--- src/rtl/mul_pkg.sv ---
// mul_pkg: shared state encoding and sizing constants for the multiply sequencer
package mul_pkg;
  typedef enum logic [1:0] {
    IDLE = 2'd0,
    CALC = 2'd1,
    FIX  = 2'd2,
    DONE = 2'd3
  } state_t;
  localparam int MUL_WIDTH = 32;
  localparam int MUL_ITER  = 32;
endpackage

--- src/rtl/mul_sequencer_if.sv ---
// mul_sequencer_if: execute-stage handshake between core control and the multiply sequencer
interface mul_sequencer_if #(parameter int WIDTH = 32);
  logic             mul;
  logic             mulUnsigned;
  logic [WIDTH-1:0] opA;
  logic [WIDTH-1:0] opB;
  logic             stall;
  logic             done;
  logic [WIDTH-1:0] result;
  logic             busy;
  modport master (output mul, mulUnsigned, opA, opB, input stall, done, result, busy);
  modport slave  (input mul, mulUnsigned, opA, opB, output stall, done, result, busy);
endinterface

--- src/rtl/mul_shift_add.sv ---
// mul_shift_add: magnitude shift-add datapath with sign fix-up and result register
module mul_shift_add #(
  parameter int WIDTH = 32
) (
  input  logic             clk,
  input  logic             reset,
  input  logic             load,
  input  logic             step,
  input  logic             fix,
  input  logic             mul_unsigned,
  input  logic [WIDTH-1:0] op_a,
  input  logic [WIDTH-1:0] op_b,
  output logic [WIDTH-1:0] result
);
  logic [2*WIDTH-1:0] acc;
  logic [2*WIDTH-1:0] fixed;
  logic [WIDTH-1:0]   mcand;
  logic [WIDTH-1:0]   mplier;
  logic [WIDTH-1:0]   mag_a;
  logic [WIDTH-1:0]   mag_b;
  logic [WIDTH:0]     sum;
  logic               neg;
  // -0x80000000 wraps to itself, which is the correct unsigned magnitude
  always_comb begin
    mag_a = (!mul_unsigned && op_a[WIDTH-1]) ? -op_a : op_a;
    mag_b = (!mul_unsigned && op_b[WIDTH-1]) ? -op_b : op_b;
    sum   = {1'b0, acc[2*WIDTH-1:WIDTH]} + {1'b0, mplier[0] ? mcand : '0};
    fixed = neg ? -acc : acc;
  end
  always_ff @(posedge clk) begin
    if (reset) begin
      acc    <= '0;
      mcand  <= '0;
      mplier <= '0;
      neg    <= 1'b0;
      result <= '0;
    end else if (load) begin
      acc    <= '0;
      mcand  <= mag_a;
      mplier <= mag_b;
      neg    <= !mul_unsigned && (op_a[WIDTH-1] ^ op_b[WIDTH-1]);
    end else if (step) begin
      acc    <= {sum, acc[WIDTH-1:1]};
      mplier <= mplier >> 1;
    end else if (fix) begin
      acc    <= fixed;
      result <= fixed[WIDTH-1:0];
    end
  end
endmodule

--- src/rtl/mul_sequencer.sv ---
// mul_sequencer: multi-cycle MULT/MULTU controller that stalls the core until the product retires
module mul_sequencer
  import mul_pkg::*;
#(
  parameter int WIDTH = MUL_WIDTH,
  parameter int CNT_W = $clog2(MUL_ITER)
) (
  input logic            clk,
  input logic            reset,
  mul_sequencer_if.slave bus
);
  state_t           state;
  logic [CNT_W-1:0] cnt;
  // stall in IDLE follows mul combinationally so the PC never advances past a fresh MUL
  assign bus.stall = (state == IDLE) ? bus.mul : (state != DONE);
  assign bus.done  = state == DONE;
  assign bus.busy  = state != IDLE;
  always_ff @(posedge clk) begin
    if (reset) begin
      state <= IDLE;
      cnt   <= '0;
    end else begin
      case (state)
        IDLE: begin
          cnt <= '0;
          if (bus.mul) state <= CALC;
        end
        CALC: begin
          cnt <= cnt + 1'b1;
          if (cnt == CNT_W'(WIDTH - 1)) state <= FIX;
        end
        FIX:     state <= DONE;
        default: state <= IDLE;
      endcase
    end
  end
  mul_shift_add #(.WIDTH(WIDTH)) dpath (
    .clk          (clk),
    .reset        (reset),
    .load         (state == IDLE && bus.mul),
    .step         (state == CALC),
    .fix          (state == FIX),
    .mul_unsigned (bus.mulUnsigned),
    .op_a         (bus.opA),
    .op_b         (bus.opB),
    .result       (bus.result)
  );
endmodule

--- src/flat_wrapper.sv ---
// flat-port wrapper written by rule: the top's interface ports become plain ports
module mul_sequencer_flat import mul_pkg::*;
#(
  parameter int WIDTH = MUL_WIDTH,
  parameter int CNT_W = $clog2(MUL_ITER)
)
  (clk, reset, bus_mul, bus_mulUnsigned, bus_opA, bus_opB, bus_stall, bus_done, bus_result, bus_busy);
  mul_sequencer_if #(.WIDTH(WIDTH)) bus_i ();
  input logic clk;
  input logic reset;
  input wire logic [$bits(bus_i.mul)-1:0] bus_mul;
  input wire logic [$bits(bus_i.mulUnsigned)-1:0] bus_mulUnsigned;
  input wire logic [$bits(bus_i.opA)-1:0] bus_opA;
  input wire logic [$bits(bus_i.opB)-1:0] bus_opB;
  output wire logic [$bits(bus_i.stall)-1:0] bus_stall;
  output wire logic [$bits(bus_i.done)-1:0] bus_done;
  output wire logic [$bits(bus_i.result)-1:0] bus_result;
  output wire logic [$bits(bus_i.busy)-1:0] bus_busy;
  assign bus_i.mul = bus_mul;
  assign bus_i.mulUnsigned = bus_mulUnsigned;
  assign bus_i.opA = bus_opA;
  assign bus_i.opB = bus_opB;
  assign bus_stall = bus_i.stall;
  assign bus_done = bus_i.done;
  assign bus_result = bus_i.result;
  assign bus_busy = bus_i.busy;
  mul_sequencer #(.WIDTH(WIDTH), .CNT_W(CNT_W)) u_core (.clk(clk), .reset(reset), .bus(bus_i));
endmodule
--- config.mk ---
export PLATFORM = sky130hd
export DESIGN_NAME = mul_sequencer_flat
export DESIGN_NICKNAME = d
export VERILOG_FILES = /design/src/rtl/mul_pkg.sv /design/src/rtl/mul_sequencer_if.sv /design/src/rtl/mul_shift_add.sv /design/src/rtl/mul_sequencer.sv /design/src/flat_wrapper.sv
export SDC_FILE = /design/constraint.sdc
export NUM_CORES = 1
export LEC_CHECK = 0
export ABC_AREA = 1
export BUFFER_PORTS_ARGS = -buffer_cell sky130_fd_sc_hd__clkbuf_2
export CORE_MARGIN = 2
export CORE_UTILIZATION = 35
export DETAILED_ROUTE_END_ITERATION = 16
export MAX_ROUTING_LAYER = met4
export PLACE_DENSITY = 0.56
export SLEW_MARGIN = 10
export SYNTH_ARGS = -nofsm -noshare
export SYNTH_HDL_FRONTEND = slang
export SYNTH_SLANG_ARGS = --single-unit
--- constraint.sdc ---
create_clock -name clk -period 2.6 [get_ports clk]
set_input_delay 0 -clock clk [delete_from_list [all_inputs] [get_ports clk]]
set_output_delay 0 -clock clk [all_outputs]
set_load 0.005 [all_outputs]
==> qor.yml <==
synth_cell_types: 55
area_growth_pct: 16.5
holdCritStartpoint: "bus_opB[16]"
p_int_w: 0.00827
r2r-start: "u_core.state[1]$_SDFFE_PP0P_"
p_leak_nw: 7.88
antenna_cells: 0
skew_ns: 0.0141
finalHoldViolCount: 0
synth_fp_nets: 2461
gr-total-overflow: 0
period_needed_ns: 2.41
powerDensity_nw_per_um2: 1180
grt_usage_pct: 23.5
ys.warnings.count: 0
vdd_drop_max_mv: 0.761
port_buffers: 102
synth.area.top_cells: "dfxtp_1 (25%), nand2_1 (20%), inv_1 (8.7%)"
cts_tree: "built"
antenna_left: 0
pwr-share-seq_pct: 20.9
hp-class: "input port to register"
outcome: "finished clean"
fmax_ghz: 0.414
fin_setup_tns_ns: 0
rows: 71
reg2regPathDepth: 9
vias_per_cell: 4.97
pin_count: 103
grt_pass1_wl_mm: 74.1
critPathLaunchType: "register"
die_area_um2: 40200
dr.first_iter.drc_count: 906
start_util_pct: 35.7
gp_congestion: 0.971
ctsRootBufferMaster: "clkbuf_16"
hold_end: "u_core.dpath.mplier[16]$_SDFFE_PP0P_"
fillers: 4253
post-route-period-util_pct: 92.9
yosysTopAreaCell: "dfxtp_1"
holdWs_ns: 0.00729
drc: 0
drv_cap: 0
critPathCaptureType: "register"
detailed_place_hpwl_mm: 36.0
antenna_found_initial: 0
setup_viol: 0
hold_depth: 6
stdcell_area_um2: 15700
synth_ff_type: "dfxtp_1"
pwr-share-comb_pct: 64.5
die_h_um: 200
worstSetupPathType: "register to register"
clkSinkCount: 168
place_area_um2: 14600
fin_nets: 2581
worst_slew_pin_slew_ns: 0.603
final_max_slew_viol_count: 0
clk_path_buf_depth: 2
grt_pass1_vias: 13833
yosysMostFrequentCell: "nand2_1"
synthesis.area_um2: 13500
ys_async_sr_fraction_pct: 0
numCtsBuffers: 17
die_w_um: 200
cts_setup_buffers: 0
worstPathMaxFanout: 44
drtPass1Iterations: 5
worstReg2RegEnd: "u_core.dpath.mcand[31]$_SDFFE_PP0P_"
p_clk_share_pct: 14.6
r2r_slack_ns: 0.19
arrival_ns: 2.81
netlist.area_leader.share_pct: 24.9
yosysSeqAreaShare_pct: 24.9
slew-limit-headroom_pct: 59.5
routed_wl_mm: 46.3
ys_ff_latch: 168
synth_edf_count: 0
critPathRequiredTime_ns: 3.00
grt_setup_unrepaired: "true"
grt_max_degree: 58
insertion_delay_ns: 0.46
p_switching_w: 0.0103
netSwitchingFraction_pct: 55.3
drive_above_1_share_pct: 9.54
core_um2: 37800
via_count: 14891
clk_pin_slew_ns: 0.08
wire_per_inst_um: 15.5
synth_common_cells: "nand2_1 (720), inv_1 (314), nor2_1 (270), nand3_1 (208), a21oi_1 (170)"
htreeDepth: 4
netlist_instances: 2351
synth.avg_cell_area_um2: 5.75
-- how the worst max path moves through the flow --
| stage | endpoint | startpoint | depth (start not counted) |
|---|---|---|---|
| 2_1_floorplan | u_core.dpath.acc[59]$_SDFFE_PP0P_ | u_core.dpath.mplier[0]$_SDFFE_PP0P_ | 18 |
| 4_1_cts | u_core.dpath.acc[47]$_SDFFE_PP0P_ | u_core.dpath.mplier[0]$_SDFFE_PP0P_ | 15 |
| 3_5_place_dp | u_core.dpath.acc[47]$_SDFFE_PP0P_ | u_core.dpath.mplier[0]$_SDFFE_PP0P_ | 15 |
| 6_report | u_core.dpath.mcand[31]$_SDFFE_PP0P_ | u_core.state[1]$_SDFFE_PP0P_ | 9 |
| 3_3_place_gp | u_core.dpath.acc[62]$_SDFFE_PP0P_ | u_core.dpath.mplier[0]$_SDFFE_PP0P_ | 14 |
| 5_1_grt | u_core.dpath.acc[51]$_SDFFE_PP0P_ | u_core.dpath.mplier[0]$_SDFFE_PP0P_ | 15 |
-- state kept, by name (all words and copies together) (netlist names) --
signal               flops
u_core.dpath.result     32
u_core.cnt               5
u_core.dpath.neg         1
u_core.dpath.mplier     32
u_core.dpath.acc        64
u_core.state             2
u_core.dpath.mcand      32
-- area by class of cell --
cell class,count,area [um2],area share (%)
Multi-Input combinational cell,1768,8610,54.7
Clock inverter,14,165,1.05
Sequential cell,168,3360,21.4
Tap cell,511,639,4.06
Timing Repair Buffer,182,1270,8.06
Clock buffer,18,439,2.79
Inverter,334,1250,7.96
-- power by group through the flow --
stage	Clock, W	Sequential (W)	Combinational (W)
finish	0.00271	0.00387	0.0120
global route	0.00286	0.00395	0.0132
CTS	0.00277	0.00386	0.0119
detailed placement	0	0.00391	0.0118
global placement	0	0.00389	0.0117
floorplan	0	0.00371	0.00827
-- worst max-delay path: stages (launching register included) --
cell and delay (ns):
dfxtp_1 0.38, inv_1 0.09, ha_1 0.27, nand2_2 0.11
inv_2 0.13, nor2_2 0.13, buf_4 0.45, nand2_1 0.11
o21ai_1 0.09, dlygate4sd3_1 0.54
-- cell families (layout without fill, tap and decap cells) --
group | Yosys count | after routing | share of synthesized area, %
xor+xnor | 50 | 50 | 3.24
mux | 1 | 1 | 0.0741
fa+ha+maj | 42 | 42 | 3.94
flops | 168 | 168 | 24.9
buf+inv | 415 | 548 | 11.7
simple gates | 1318 | 1318 | 41.8
compound gates | 357 | 357 | 14.4
-- per-stage QoR --
stage          util (%)  instances  power [W]  worst slack (ns)
6_report           41.6       2995     0.0185             0.186
5_1_grt            41.6       2995     0.0200           -0.0142
4_1_cts            41.5       2995     0.0185            0.0425
3_5_place_dp       38.5       2908     0.0157            0.0485
3_3_place_gp       38.5       2908     0.0156        0.00000600
2_1_floorplan         -       2351     0.0120             0.419
-- placed cells by master, fill, tap and decap left out, types with 39 or more instances in the layout --
cell,n
a21oi_1,168
clkbuf_2,102
dfxtp_1,167
dlygate4sd3_1,55
ha_1,39
inv_1,314
nand2_1,719
nand3_1,207
nor2_1,268
o21ai_0,106
xor2_1,47
-- layer usage --
metal	up-vias	share of wire [%]	global-route usage [%]
met3	39	4.3	2.74
met5	-	0	-
met1	6792	49	31.4
met4	0	1.7	5.93
met2	356	45	37.8
li1	7704	-	-
-- repair_timing --
item | 4_1_cts | 5_1_grt
gates resized for setup | 0 | 8
setup endpoints to repair | 0 | 20
endpoints found under the hold margin | 52 | 0
hold buffers | 55 | 0
No activity file was read; power rests on OpenSTA's default activity.
